$ cat src/rtl/clkmon_pkg.sv
// Shared definitions for the clock period monitor: FSM state encoding,
// default parameter values and the tolerance-window compare helper.
package clkmon_pkg;

   localparam int CNT_W  = 8;
   localparam int EXP_LO = 6;
   localparam int EXP_HI = 4;
   localparam int TOL    = 0;

   typedef enum logic [1:0] {
      HUNT = 2'd0,
      LOW  = 2'd1,
      HIGH = 2'd2
   } clkmon_state_e;

   // True when meas lies inside [expv - tol, expv + tol]; signed math avoids underflow.
   function automatic logic in_tol(input int meas, input int expv, input int tol);
      return (meas >= (expv - tol)) && (meas <= (expv + tol));
   endfunction

endpackage

$ cat src/rtl/clkmon_sync2.sv
// Two-flop synchronizer for the monitored clock, cleared by the monitor reset.
module clkmon_sync2 (
   input  logic clk,
   input  logic clr,
   input  logic d,
   output logic q
);

   logic meta_q;
   logic meta_d;
   logic sync_q;
   logic sync_d;

   // Next-state: shift the asynchronous input through two stages.
   always_comb begin
      meta_d = d;
      sync_d = meta_q;
   end

   // Synchronizer flops, forced low by the asynchronous clear.
   always_ff @(posedge clk or posedge clr) begin
      if (clr) begin
         meta_q <= 1'b0;
         sync_q <= 1'b0;
      end else begin
         meta_q <= meta_d;
         sync_q <= sync_d;
      end
   end

   assign q = sync_q;

endmodule

$ cat src/rtl/clk_period_monitor.sv
// Clock period monitor: measures the low and high phase lengths of mon_clk
// in clk cycles, flags out-of-tolerance phases and a stuck monitored clock.
// Build option: define CLKMON_SYNC_EN to insert a 2-flop synchronizer in
// front of the sampling flop (counts unchanged, latency +2 cycles).
module clk_period_monitor
   import clkmon_pkg::*;
#(
   parameter int CNT_W  = clkmon_pkg::CNT_W,
   parameter int EXP_LO = clkmon_pkg::EXP_LO,
   parameter int EXP_HI = clkmon_pkg::EXP_HI,
   parameter int TOL    = clkmon_pkg::TOL
) (
   input  logic             clk,
   input  logic             clr,
   input  logic             mon_clk,
   input  logic             err_clr,
   output logic [CNT_W-1:0] lo_cnt,
   output logic [CNT_W-1:0] hi_cnt,
   output logic             valid,
   output logic             err,
   output logic             stuck
);

   localparam logic [CNT_W-1:0] CNT_MAX = {CNT_W{1'b1}};
   localparam logic [CNT_W-1:0] CNT_ONE = {{(CNT_W-1){1'b0}}, 1'b1};

   logic mon_in;

`ifdef CLKMON_SYNC_EN
   clkmon_sync2 u_sync (
      .clk (clk),
      .clr (clr),
      .d   (mon_clk),
      .q   (mon_in)
   );
`else
   assign mon_in = mon_clk;
`endif

   logic             s_q, s_d;
   logic             prev_q, prev_d;
   logic [CNT_W-1:0] cnt_q, cnt_d;
   clkmon_state_e    state_q, state_d;
   logic             lo_seen_q, lo_seen_d;
   logic [CNT_W-1:0] lo_cnt_q, lo_cnt_d;
   logic [CNT_W-1:0] hi_cnt_q, hi_cnt_d;
   logic             valid_q, valid_d;
   logic             err_q, err_d;
   logic             stuck_q, stuck_d;

   logic rise_s, fall_s, edge_s, sat_s, cmp_fail_s;

   // Next-state logic: edge detect, run counter, phase FSM and flags.
   always_comb begin
      rise_s = s_q & ~prev_q;
      fall_s = ~s_q & prev_q;
      edge_s = rise_s | fall_s;

      s_d    = mon_in;
      prev_d = s_q;

      if (edge_s) begin
         cnt_d = CNT_ONE;
      end else if (cnt_q == CNT_MAX) begin
         cnt_d = CNT_MAX;
      end else begin
         cnt_d = cnt_q + CNT_ONE;
      end

      // Saturation is an event: the cycle the counter first reaches its ceiling.
      sat_s = (cnt_d == CNT_MAX) && (cnt_q != CNT_MAX);

      state_d    = state_q;
      lo_seen_d  = lo_seen_q;
      lo_cnt_d   = lo_cnt_q;
      hi_cnt_d   = hi_cnt_q;
      valid_d    = 1'b0;
      cmp_fail_s = 1'b0;

      if (edge_s) begin
         stuck_d = 1'b0;
      end else begin
         stuck_d = stuck_q;
      end

      case (state_q)
         HUNT: begin
            // First edge only aligns to the waveform; the partial phase is dropped.
            if (rise_s) begin
               state_d = HIGH;
            end else if (fall_s) begin
               state_d = LOW;
            end else begin
               state_d = HUNT;
            end
         end
         LOW: begin
            if (rise_s) begin
               lo_cnt_d   = cnt_q;
               cmp_fail_s = ~in_tol(int'(cnt_q), EXP_LO, TOL);
               lo_seen_d  = 1'b1;
               state_d    = HIGH;
            end else begin
               state_d = LOW;
            end
         end
         HIGH: begin
            if (fall_s) begin
               hi_cnt_d   = cnt_q;
               cmp_fail_s = ~in_tol(int'(cnt_q), EXP_HI, TOL);
               valid_d    = lo_seen_q;
               state_d    = LOW;
            end else begin
               state_d = HIGH;
            end
         end
         default: begin
            state_d = HUNT;
         end
      endcase

      if (sat_s) begin
         stuck_d   = 1'b1;
         lo_seen_d = 1'b0;
         state_d   = HUNT;
      end else begin
         stuck_d = stuck_d;
      end

      // A new error in the same cycle as err_clr wins.
      if (err_clr) begin
         err_d = 1'b0;
      end else begin
         err_d = err_q;
      end
      if (cmp_fail_s || sat_s) begin
         err_d = 1'b1;
      end else begin
         err_d = err_d;
      end
   end

   // State and registered outputs, all cleared by the asynchronous reset.
   always_ff @(posedge clk or posedge clr) begin
      if (clr) begin
         s_q       <= 1'b0;
         prev_q    <= 1'b0;
         cnt_q     <= {CNT_W{1'b0}};
         state_q   <= HUNT;
         lo_seen_q <= 1'b0;
         lo_cnt_q  <= {CNT_W{1'b0}};
         hi_cnt_q  <= {CNT_W{1'b0}};
         valid_q   <= 1'b0;
         err_q     <= 1'b0;
         stuck_q   <= 1'b0;
      end else begin
         s_q       <= s_d;
         prev_q    <= prev_d;
         cnt_q     <= cnt_d;
         state_q   <= state_d;
         lo_seen_q <= lo_seen_d;
         lo_cnt_q  <= lo_cnt_d;
         hi_cnt_q  <= hi_cnt_d;
         valid_q   <= valid_d;
         err_q     <= err_d;
         stuck_q   <= stuck_d;
      end
   end

   assign lo_cnt = lo_cnt_q;
   assign hi_cnt = hi_cnt_q;
   assign valid  = valid_q;
   assign err    = err_q;
   assign stuck  = stuck_q;

endmodule
$ cat config.mk
export PLATFORM = sky130hd
export DESIGN_NAME = clk_period_monitor
export DESIGN_NICKNAME = d
export VERILOG_FILES = /design/src/rtl/clkmon_pkg.sv /design/src/rtl/clkmon_sync2.sv /design/src/rtl/clk_period_monitor.sv
export SDC_FILE = /design/constraint.sdc
export NUM_CORES = 1
export LEC_CHECK = 0
export CAP_MARGIN = 20
export CORE_ASPECT_RATIO = 1.25
export CORE_MARGIN = 2
export CORE_UTILIZATION = 30
export DETAILED_ROUTE_END_ITERATION = 7
export GPL_TIMING_DRIVEN = 0
export PLACE_DENSITY_LB_ADDON = 0.12
export SETUP_SLACK_MARGIN = 0.2
export SYNTH_ARGS = -nofsm -noshare
export SYNTH_HDL_FRONTEND = slang
export SYNTH_SLANG_ARGS = --single-unit
$ cat constraint.sdc
create_clock -name clk -period 2.3 [get_ports clk]
set_input_delay 0.69 -clock clk [delete_from_list [all_inputs] [get_ports clk]]
set_output_delay 0.69 -clock clk [all_outputs]
set_load 0.005 [all_outputs]
# After elaboration in Yosys (flattened, before gate mapping)
# Index checks and enable logic that the tools add are counted.
dict set report op_classes {
  n_addsub 1
  shifts 0
  div_mod_pow 0
  bitwise 7
  eq_ne 5
  reduce_logical 12
  multipliers 0
  mux 20
  order_cmp 4
}
# op count
set ops {}
lappend ops {{$eq A8 B8 Y1 const B} 2}
lappend ops {{$ge A8 B3 Y1 const B} 2}
lappend ops {{$le A8 B3 Y1 const B} 2}
lappend ops {{$mux W8} 2}
lappend ops {{$mux W1} 12}
lappend ops {{$add A8 B1 Y8 const B} 1}
lappend ops {{$mux W2} 4}
lappend ops {{$ne A8 B8 Y1 const B} 1}
lappend ops {{$reduce_bool A2 Y1} 4}
lappend ops {{$pmux W2 S3} 1}
lappend ops {{$reduce_and A2 Y1} 3}
lappend ops {{$not A1 Y1} 4}
lappend ops {{$logic_and A1 B1 Y1} 3}
lappend ops {{$and A1 B1 Y1} 2}
lappend ops {{$eq A2 B1 Y1 const B} 1}
lappend ops {{$eq A2 B2 Y1 const B} 1}
lappend ops {{$logic_not A2 Y1} 1}
lappend ops {{$pmux W1 S2} 1}
lappend ops {{$logic_or A1 B1 Y1} 1}
lappend ops {{$or A1 B1 Y1} 1}
dict set report totals {
  n_memories 0
  latchBits 0
  inputBits 4
  romBits 0
  output_inout_bits 19
  ff_bits 32
  wordCells 59
  ramBits 0
}

# Logic depth before layout (Yosys ltp)
dict set report logic_depth {
  word_depth 8
  mapped_depth 7
  depth_no_buf 6
}

# Least setup slack after synthesis
# Ideal clock, no wire load.
dict set report synth_path {
  path_type {flip-flop to flip-flop}
  from {register state_q[0]}
  to {register hi_cnt_q[1] (netlist: hi_cnt[1])}
  slack_ps 781
  synth_period_minus_slack_ps 1519
  path_buffers 1
  stages_incl_launch_ff 6
  t_arrival_ps 1394
  setup_ps 125
  required_ps 2175
  cell_sequence {dfrtp_1 > inv_1 > ha_1 > nand2_1 > buf_1 > mux2_2}
}
dict set report synth_via {
  elab_chain_len 2
}
# item line_no
set synth_rtl {}
lappend synth_rtl {{start: declaration} clk_period_monitor.sv:43} ;# clkmon_state_e state_q, state_d;
lappend synth_rtl {{start signal: assignment} clk_period_monitor.sv:160} ;# state_q <= state_d;
lappend synth_rtl {{$eq A2 B2 Y1} clk_period_monitor.sv:86} ;# case (state_q)
lappend synth_rtl {{$reduce_and A2 Y1 (no line)} n/a}
lappend synth_rtl {{end signal: assignment} clk_period_monitor.sv:152} ;# hi_cnt_q <= {CNT_W{1'b0}};
lappend synth_rtl {{end signal: assignment} clk_period_monitor.sv:163} ;# hi_cnt_q <= hi_cnt_d;
lappend synth_rtl {{end: declaration} clk_period_monitor.sv:46} ;# logic [CNT_W-1:0] hi_cnt_q, hi_cnt_d;
# No other way between the ends.
# A chain may end at the register's enable or synchronous reset.

# Worst setup path in the final report
dict set report layout_path {
  from {register stuck_q (netlist: stuck)}
  to {output stuck}
}
# item line_no
set layout_lines {}
lappend layout_lines {{start: declaration} clk_period_monitor.sv:49} ;# logic stuck_q, stuck_d;
lappend layout_lines {{start signal: assignment} clk_period_monitor.sv:166} ;# stuck_q <= stuck_d;
lappend layout_lines {{end: declaration} clk_period_monitor.sv:21} ;# output logic stuck
# No word-level cell between the ends.

==> out/qor.yml <==
route:
  vias: 1125
  first_iter_violations: 39
  drc: 0
  routed_wl_um: 3180
  viasPerCell: 4.87
  drtAntennaViolNets: 0
  wl_per_cell_um: 13.8
  firstDrtPassIters: 5
synth:
  syn_area_per_cell_um2: 11.3
  synth_cells: 139
  synthesis.nets: 151
  synthesis.area_um2: 1570
  ys_ff_latch: 32
  synth_area_leader_cell: "dfrtp_1"
  synth_edf_count: 0
  ys_top_cells_by_count: "dfrtp_1, nand2_1, mux2_2"
  ys_seq_area_share_pct: 51.1
  async_reset_ff_share_pct: 100
  synth_most_common_cell: "dfrtp_1"
  synth_top_flop_cell: "dfrtp_1"
  synth_area_leaders: "dfrtp_1, mux2_2, ha_1"
  yosys.area.top_type_share_pct: 51.1
  synthDistinctLibCells: 40
  yosysWarnings: 0
clocking:
  clock-root-buffer: "clkbuf_8"
  clock_latency_ns: 0.28
  cts_setup_buffers: 0
  holdBufCountCts: 0
  cts_tree: "yes"
  cts_buffers: 5
  cts_max_path_buffers: 2
  clock_sinks: 32
  h-tree-depth: 2
  cts_resized: 0
  clk_pin_slew_worst_paths_ns: 0.06
timing:
  setup_viol: 0
  hold_viol_final: 0
  relSlewSlack_pct: 54.3
  rsz0062_at_grt: "false"
  slew_violations: 0
  final.min_clock_period_ns: 1.83
  finalSetupTns_ns: 0
  max_freq_mhz: 547
  skew_ns: 0.00481
  fin_crit_sh_pct: 79.5
  worstMarginPinSlew_ns: 0.685
cells_and_area:
  drive_gt1_share_pct: 19.5
  final_area_um2: 1990
  area_growth_pct: 26.9
  num_antenna_cells: 0
  postLayoutCoreUtil_pct: 39.4
  fillers: 490
  multi_input_area_um2: 681
  nets: 181
  seq_area_um2: 801
min_path:
  min_path_type: "reg -> reg"
placement:
  dpl-instance-area_um2: 1890
  io_buffer_count: 22
  place_congestion: 0.756
  dp_hpwl_um: 2420
worst_setup_path:
  path_cells: "clkdlybuf4s50_1"
  start_kind: "flop"
  cp-end-kind: "output port"
  crit_buf_inv: 1
  rr_startpoint: "state_q[0]$_DFF_PP0_"
  worstReg2RegEnd: "hi_cnt[5]$_DFFE_PP0P_"
  cp_data_required_time_ns: 1.61
  cp.depth: 1
  critical_path.max_stage_delay_ns: 0.50
  crit_start: "stuck$_DFFE_PP0P_"
  endpoint: "stuck"
  r2r_slack_ns: 0.51
  cp.arrival_ns: 1.14
  rr_worst_depth: 5
  path_delay_family: "buffers and inverters"
  crit_type: "reg -> out"
  cp_max_fo: 2
  crit_slowest_cell: "clkdlybuf4s50_1"
die:
  coreArea_um2: 5040
  die_height_um: 84.8
  io_pins: 23
  die_x_um: 68.6
  start_util_pct: 31.1
  dieArea_um2: 5820
  rows: 29
global_route:
  overflow: 0
  grt_pass1_wl_um: 5580
  grt_pass1_vias: 1183
  grt_max_degree: 18
  antenna_found_initial: 0
  track_usage_pct: 13.0
power:
  p_leak_nw: 0.905
  peakVddDrop_uv: 312
  report.power.total_mw: 1.61
  power_density_nw_per_um2: 809
outcome:
  status: "completed"
flow_run:
  max_cap_viol_count: 0
## how the worst min path moves through the flow
stage	start	endpoint	slack, ns	depth (start not counted)
finish	prev_d$_DFF_PP0_	prev_q$_DFF_PP0_	0.41	0
global route	prev_d$_DFF_PP0_	prev_q$_DFF_PP0_	0.43	0
CTS	prev_d$_DFF_PP0_	prev_q$_DFF_PP0_	0.41	0
detailed placement	prev_d$_DFF_PP0_	prev_q$_DFF_PP0_	0.40	0
global placement	prev_d$_DFF_PP0_	prev_q$_DFF_PP0_	0.39	0
floorplan	prev_d$_DFF_PP0_	prev_q$_DFF_PP0_	0.38	0
## cell type report
cell class | count | share of cell area (%)
flip-flops and latches | 32 | 40.3
multi-input cells | 89 | 34.2
repair buffers | 23 | 12.5
clock buffers | 7 | 4.85
well taps | 62 | 3.90
plain buffers | 10 | 2.77
inverters | 8 | 1.51
## registers in the layout, summed over array words and instances, names as in the netlist
signal	cells
hi_cnt	8
cnt_q	8
lo_cnt	8
lo_seen_q	1
err	1
valid	1
prev_q	1
prev_d	1
stuck	1
state_q	2
## layout by cell type (no fill, tap or decap), types with 2 or more instances in the layout
cell             instances
o211ai_2                 2
nand2_1                 13
xnor2_1                  2
nor2_1                   2
nor2b_1                  2
dfrtp_1                 32
mux2_2                  10
a21oi_1                  3
nand2b_1                 2
buf_1                    2
a221oi_1                 2
o21ai_0                  8
clkdlybuf4s50_1         22
nor3b_1                  2
a21boi_0                 5
ha_1                     8
inv_1                    8
and3_1                   3
buf_2                    5
clkbuf_8                 7
nand3_1                  4
a31oi_1                  2
nand4_1                  3
## routing by layer
metal | global-route usage (%) | vias up | routed length [um]
li1 | - | 547 | -
met5 | 0 | - | 0
met4 | 5.45 | 0 | 56
met2 | 21.5 | 20 | 1680
met1 | 15.4 | 553 | 1330
met3 | 3.22 | 5 | 122
## logic make-up (layout without fill, tap and decap cells)
group / after synthesis / after routing / share of synthesized area (%)
and+or+nand+nor: 39 / 39 / 14.5
DFF: 32 / 32 / 51.1
AOI/OAI and AO/OA: 29 / 29 / 13.7
buffers and inverters: 18 / 48 / 5.43
muxes: 10 / 10 / 7.19
adders and majority gates: 8 / 8 / 6.39
xor gates and xnor gates: 3 / 3 / 1.68
## where the power goes
| part | switching [mW] | total [mW] | internal (mW) |
|---|---|---|---|
| clock | 0.189 | 0.455 | 0.266 |
| combinational | 0.206 | 0.442 | 0.236 |
| sequential | 0.0525 | 0.712 | 0.660 |
| total | 0.447 | 1.61 | 1.16 |
## stage by stage
| stage | worst slack, ns | hold slack, ns | instances |
|---|---|---|---|
| after global placement | 0.115 | 0.393 | 223 |
| final | 0.473 | 0.409 | 231 |
| after global routing | 0.375 | 0.429 | 231 |
| after CTS | 0.458 | 0.414 | 231 |
| after detailed placement | 0.497 | 0.400 | 224 |
| after floorplan | 0.781 | 0.378 | 139 |
Note: power is estimated with default switching activity, not from simulation.
